$ cat config.mk
export PLATFORM = sky130hd
export DESIGN_NAME = pht_update_scheduler
export DESIGN_NICKNAME = d
export VERILOG_FILES = /design/src/rtl/pht_update_scheduler.sv
export SDC_FILE = /design/constraint.sdc
export NUM_CORES = 1
export LEC_CHECK = 0
export CAP_MARGIN = 20
export CORE_MARGIN = 1.5
export CORE_UTILIZATION = 30
export CTS_CLUSTER_DIAMETER = 200
export DETAILED_ROUTE_END_ITERATION = 8
export PLACE_DENSITY = 0.53
export SLEW_MARGIN = 5
export SYNTH_ARGS = -nofsm -noshare
export SYNTH_HDL_FRONTEND = slang
export SYNTH_SLANG_ARGS = --single-unit
$ cat constraint.sdc
create_clock -name clk -period 5.5 [get_ports clk]
set_input_delay 1.1 -clock clk [delete_from_list [all_inputs] [get_ports clk]]
set_output_delay 1.1 -clock clk [all_outputs]
set_load 0.05 [all_outputs]
$ cat src/rtl/pht_update_scheduler.sv
`default_nettype none
// +--------------------------------------------------------------------------+
// | Module   : pht_update_scheduler                                          |
// | Purpose  : Owns the single port of the pattern history table SRAM       |
// |            (2-bit saturating counters). Shares the port between IF-stage |
// |            lookups and MEM-stage counter updates. Updates are computed  |
// |            on entry and buffered in a small FIFO. Lookups get the port  |
// |            unless the FIFO is full or its head has starved too long.    |
// | Ports    : clk, rst (async, active-low)                                  |
// |            if_req/if_idx -> if_stall, if_pred_valid, if_pred            |
// |            upd_valid/upd_idx/upd_taken/upd_pred -> upd_ready            |
// |            pht_en/pht_we/pht_addr/pht_wdata -> SRAM, pht_rdata <- SRAM  |
// | Options  : PHT_BYPASS_EN - forward pending FIFO counters to lookups     |
// | Revision : 1.0  initial release                                          |
// +--------------------------------------------------------------------------+
module pht_update_scheduler #(
  parameter int INDEX_W    = 8,
  parameter int QDEPTH     = 4,
  parameter int STARVE_MAX = 8
) (
  input  logic               clk,
  input  logic               rst,
  input  logic               if_req,
  input  logic [INDEX_W-1:0] if_idx,
  output logic               if_stall,
  output logic               if_pred_valid,
  output logic [1:0]         if_pred,
  input  logic               upd_valid,
  input  logic [INDEX_W-1:0] upd_idx,
  input  logic               upd_taken,
  input  logic [1:0]         upd_pred,
  output logic               upd_ready,
  output logic               pht_en,
  output logic               pht_we,
  output logic [INDEX_W-1:0] pht_addr,
  output logic [1:0]         pht_wdata,
  input  logic [1:0]         pht_rdata
);

  localparam int PTR_W = $clog2(QDEPTH);
  localparam int CNT_W = PTR_W + 1;
  localparam int STV_W = $clog2(STARVE_MAX + 1);
  localparam logic [CNT_W-1:0] FULL_COUNT   = CNT_W'(QDEPTH);
  localparam logic [STV_W-1:0] STARVE_LIMIT = STV_W'(STARVE_MAX);

  // FIFO storage: index and already-updated counter value
  logic [INDEX_W-1:0] fifo_idx [QDEPTH];
  logic [1:0]         fifo_ctr [QDEPTH];

  logic [PTR_W-1:0] wr_ptr;
  logic [PTR_W-1:0] rd_ptr;
  logic [CNT_W-1:0] count;
  logic [STV_W-1:0] starve;
  logic             pred_valid;

  logic       fifo_full;
  logic       fifo_empty;
  logic       forced;
  logic       grant_write;
  logic       grant_read;
  logic       enq;
  logic       deq;
  logic [1:0] new_ctr;

  // Saturating 2-bit counter step
  always_comb begin
    new_ctr = upd_pred;
    if (upd_taken) begin
      if (upd_pred != 2'b11) new_ctr = upd_pred + 2'b01;
    end else begin
      if (upd_pred != 2'b00) new_ctr = upd_pred - 2'b01;
    end
  end

  assign fifo_full  = (count == FULL_COUNT);
  assign fifo_empty = (count == '0);
  assign upd_ready  = !fifo_full;
  assign enq        = upd_valid && upd_ready;

  // Grants are qualified with rst so the SRAM port stays quiet while
  // reset is asserted, even if IF keeps requesting.
  assign forced      = rst && !fifo_empty && (fifo_full || (starve == STARVE_LIMIT));
  assign grant_write = forced || (rst && !if_req && !fifo_empty);
  assign grant_read  = rst && if_req && !forced;
  assign deq         = grant_write;

  assign pht_en    = grant_write || grant_read;
  assign pht_we    = grant_write;
  assign pht_addr  = grant_write ? fifo_idx[rd_ptr] : if_idx;
  assign pht_wdata = fifo_ctr[rd_ptr];
  assign if_stall  = if_req && forced;

  assign if_pred_valid = pred_valid;

  always_ff @(posedge clk) begin
    if (enq) begin
      fifo_idx[wr_ptr] <= upd_idx;
      fifo_ctr[wr_ptr] <= new_ctr;
    end
  end

  always_ff @(posedge clk or negedge rst) begin
    if (!rst) begin
      wr_ptr     <= '0;
      rd_ptr     <= '0;
      count      <= '0;
      starve     <= '0;
      pred_valid <= 1'b0;
    end else begin
      if (enq) wr_ptr <= wr_ptr + PTR_W'(1);
      if (deq) rd_ptr <= rd_ptr + PTR_W'(1);
      case ({enq, deq})
        2'b10:   count <= count + CNT_W'(1);
        2'b01:   count <= count - CNT_W'(1);
        default: count <= count;
      endcase
      // Starve measures how long the current head has waited
      if (deq || fifo_empty) begin
        starve <= '0;
      end else if (starve != STARVE_LIMIT) begin
        starve <= starve + STV_W'(1);
      end
      pred_valid <= grant_read;
    end
  end

`ifdef PHT_BYPASS_EN
  logic [INDEX_W-1:0] resp_idx;
  logic [1:0]         byp_ctr;
  logic [PTR_W-1:0]   slot;

  always_ff @(posedge clk or negedge rst) begin
    if (!rst) begin
      resp_idx <= '0;
    end else if (grant_read) begin
      resp_idx <= if_idx;
    end
  end

  // Walk oldest to youngest so the last match (the youngest) wins.
  // Entries written in the response cycle are still present here.
  always_comb begin
    byp_ctr = pht_rdata;
    slot    = '0;
    for (int i = 0; i < QDEPTH; i++) begin
      slot = rd_ptr + PTR_W'(i);
      if ((CNT_W'(i) < count) && (fifo_idx[slot] == resp_idx)) begin
        byp_ctr = fifo_ctr[slot];
      end
    end
  end

  assign if_pred = pred_valid ? byp_ctr : 2'b01;
`else
  assign if_pred = pred_valid ? pht_rdata : 2'b01;
`endif

endmodule
`default_nettype wire
==> impl_metrics.tcl <==
set metrics [dict create \
    grt_overflow_total 0 \
    max_stage_delay_ns 0.71 \
    post_cts_buffers 0 \
    yosysUniqueCellTypes 31 \
    tightest_slew_ns 0.7620 \
    grt_pass1_wl_mm 6.886 \
    rsz0062_at_grt "false" \
    postPlaceCellArea_um2 2820 \
    worstPathArrival_ns 3.33 \
    met1Wirelength_mm 1.763 \
    finish.utilization_pct 39.92 \
    powerDensity_nw_per_um2 502.1 \
    clock.fmax_ghz 0.2258 \
    core_um2 7331 \
    initialDrtViolationCount 55 \
    dieArea_um2 8230 \
    syn-num-nets 170 \
    syn_area_per_cell_um2 16.85 \
    clk_pin_slew_ns 0.08 \
    cts_num_sinks 52 \
    seqCellArea_um2 1501 \
    cts_tree "done" \
    clock_latency_ns 0.29 \
    critPathRequiredTime_ns 4.40 \
    cts_buffers 5 \
    cp-start-kind "primary input" \
    postCtsResizedCells 0 \
    synth_area_um2 2308 \
    rows 31 \
    layout-drive-gt1-share_pct 15.47 \
    num_vias 1252 \
    synth-edff-count 40 \
    portBuffers 41 \
    top_layer_used "met4" \
    post-route-min-period_ns 4.430 \
    cts_hold_buffers 0 \
    maxSlewHeadroom_pct 49.20 \
    synthCells 137 \
    viasPerCell 4.471 \
    cap_viol_max_count 0 \
    synth_sequential_area_ratio_pct 65.04 \
    track_usage_pct 11.01 \
    end_kind "output pin" \
    wirelength_mm 4.279 \
    slew_viol_final 0 \
    crit_chain "clkdlybuf4s50_1 -> o21ai_1 -> o21ai_4 -> mux2_2 -> clkdlybuf4s50_1" \
    slowest_stage "clkdlybuf4s50_1" \
    path_max_fanout 10 \
    nets 213 \
    antenna_found_initial 0 \
    hold_path_class "flop to flop" \
    drc 0 \
    synth_ff_type "edfxtp_1" \
    crit_type "primary input to output pin" \
    dieWidth_um 90.72 \
    die_y_um 90.72 \
    grt_pass1_vias 1352 \
    status "complete, no violations" \
    drtPass1Iterations 4 \
    crit_top_cell "clkdlybuf4s50_1" \
    multi_input_area_um2 739.5 \
    fin_skew_ns 0.005319 \
    place.gp.congestion 0.6962 \
    hold_viol_final 0 \
    holdWs_ns 0.5858 \
    ir_drop_mv 0.1745 \
    place_hpwl_mm 2.875 \
    fillers 676 \
    synthArstFlopShare_pct 23.08 \
    cts_buffer_depth 2 \
    fin_tns_setup_ns 0 \
    cts-root-buf "clkbuf_8" \
    wl_met3_um 144 \
    min_period_over_period_pct 80.54 \
    syn_to_final_growth_pct 26.78 \
    final_area_um2 2927 \
    antenna_cells 0 \
    antenna_left 0 \
    ys_seq_elements 52 \
    leakagePower_nw 1.038 \
    yosysWarnings 0 \
    boundaryPins 42 \
    htree_levels 2 \
    grt_max_degree 19 \
    finalSetupViolCount 0 \
    dr_wl_met2_mm 2.342 \
    wire_per_inst_um 15.28 \
    start_util_pct 31.49 \
]
## registers in the layout, summed over array words and instances, names as in the netlist
register / flops
count: 3
fifo_ctr: 8
fifo_idx: 32
if_pred_valid: 1
rd_ptr: 2
starve: 4
wr_ptr: 2
## path summary, 6_finish.rpt
check | start | end | slack [ns] | cells after the start
min in group asynchronous | rst | starve[1]$_DFFE_PN0P_ | 1.12 | 2
setup / recovery | if_req | pht_addr[4] | 1.07 | 5
setup reg to reg | starve[0]$_DFFE_PN0P_ | count[1]$_DFFE_PN0P_ | 2.98 | 9
max in group asynchronous | rst | if_pred_valid$_DFF_PN0_ | 4.21 | 2
hold / removal | wr_ptr[1]$_DFFE_PN0P_ | wr_ptr[1]$_DFFE_PN0P_ | 0.59 | 1
hold reg to reg | wr_ptr[1]$_DFFE_PN0P_ | wr_ptr[1]$_DFFE_PN0P_ | 0.59 | 1
## Yosys cell counts, types with 3 or more instances
library cell / instances / share of area [%]
and2_1: 5 / 1.4
buf_2: 3 / 0.65
dfrtp_1: 12 / 13
edfxtp_1: 40 / 52
ha_1: 7 / 3.8
inv_1: 10 / 1.6
mux2_2: 9 / 4.4
mux4_2: 10 / 9.8
nand2_1: 3 / 0.49
nor2_1: 3 / 0.49
nor3_1: 4 / 0.87
xnor2_1: 6 / 2.3
xor2_1: 3 / 1.1
## where the power goes
part | switching (mW) | internal, mW | leakage (nW)
logic | 0.329 | 0.265 | 0.470
registers | 0.101 | 0.529 | 0.514
clock network | 0.113 | 0.133 | 0.0532
total | 0.542 | 0.927 | 1.04
## cells in the final DEF (no fill, tap or decap), drive strengths merged
cell type | Yosys | routed
fa | 1 | 1
clkbuf | 2 | 5
maj3 | 2 | 2
ha | 7 | 7
mux4 | 10 | 10
a21boi | 1 | 1
o21ai | 4 | 4
bufinv | 0 | 1
o41a | 1 | 1
inv | 10 | 10
and2 | 5 | 5
dfrtp | 12 | 12
nor2 | 3 | 3
o31a | 1 | 1
nand2b | 1 | 1
nor3 | 4 | 4
nand2 | 3 | 3
mux2 | 9 | 9
xnor2 | 6 | 6
o311a | 1 | 1
nor4 | 1 | 1
buf | 4 | 1
and3 | 1 | 1
mux2i | 2 | 2
edfxtp | 40 | 40
and3b | 1 | 1
xor2 | 3 | 3
clkdlybuf4s50 | 0 | 41
o21a | 1 | 1
clkinv | 0 | 2
nand3 | 1 | 1
## cell families (layout without fill, tap and decap cells)
family / Yosys count / after routing / synth area share [%]
compound gates: 9 / 9 / 3.469
fa+ha+maj: 10 / 10 / 5.528
xor+xnor: 9 / 9 / 3.415
buf+inv: 16 / 60 / 2.927
flops: 52 / 52 / 65.04
mux: 21 / 21 / 15.01
simple gates: 20 / 20 / 4.607
## layer usage
metal	up-vias	track usage [%]
met1	635	13.22
met4	0	3.836
met5	-	0
met2	22	19.05
met3	2	2.778
li1	593	-
## critical path: cells and delay by family
kind | cells | cell delay (ns)
muxes | 1 | 0.40
AOI/OAI and AO/OA | 2 | 0.60
buffers and inverters | 2 | 1.23
## through the flow
stage | instances | setup slack [ns] | power (mW)
after floorplan | 137 | 2.434 | 1.064
after global placement | 272 | 1.122 | 1.221
after detailed placement | 272 | 1.074 | 1.245
after CTS | 280 | 1.065 | 1.496
after global routing | 280 | 0.9954 | 1.565
final | 280 | 1.070 | 1.469
## area by class of cell
type / instances / area share [%]
Clock inverter: 3 / 1.283
Clock buffer: 5 / 2.351
Multi-Input combinational cell: 69 / 25.27
Sequential cell: 52 / 51.30
Inverter: 10 / 1.283
Tap cell: 99 / 4.233
Timing Repair Buffer: 42 / 14.28
(Power assumes the default switching activity.)
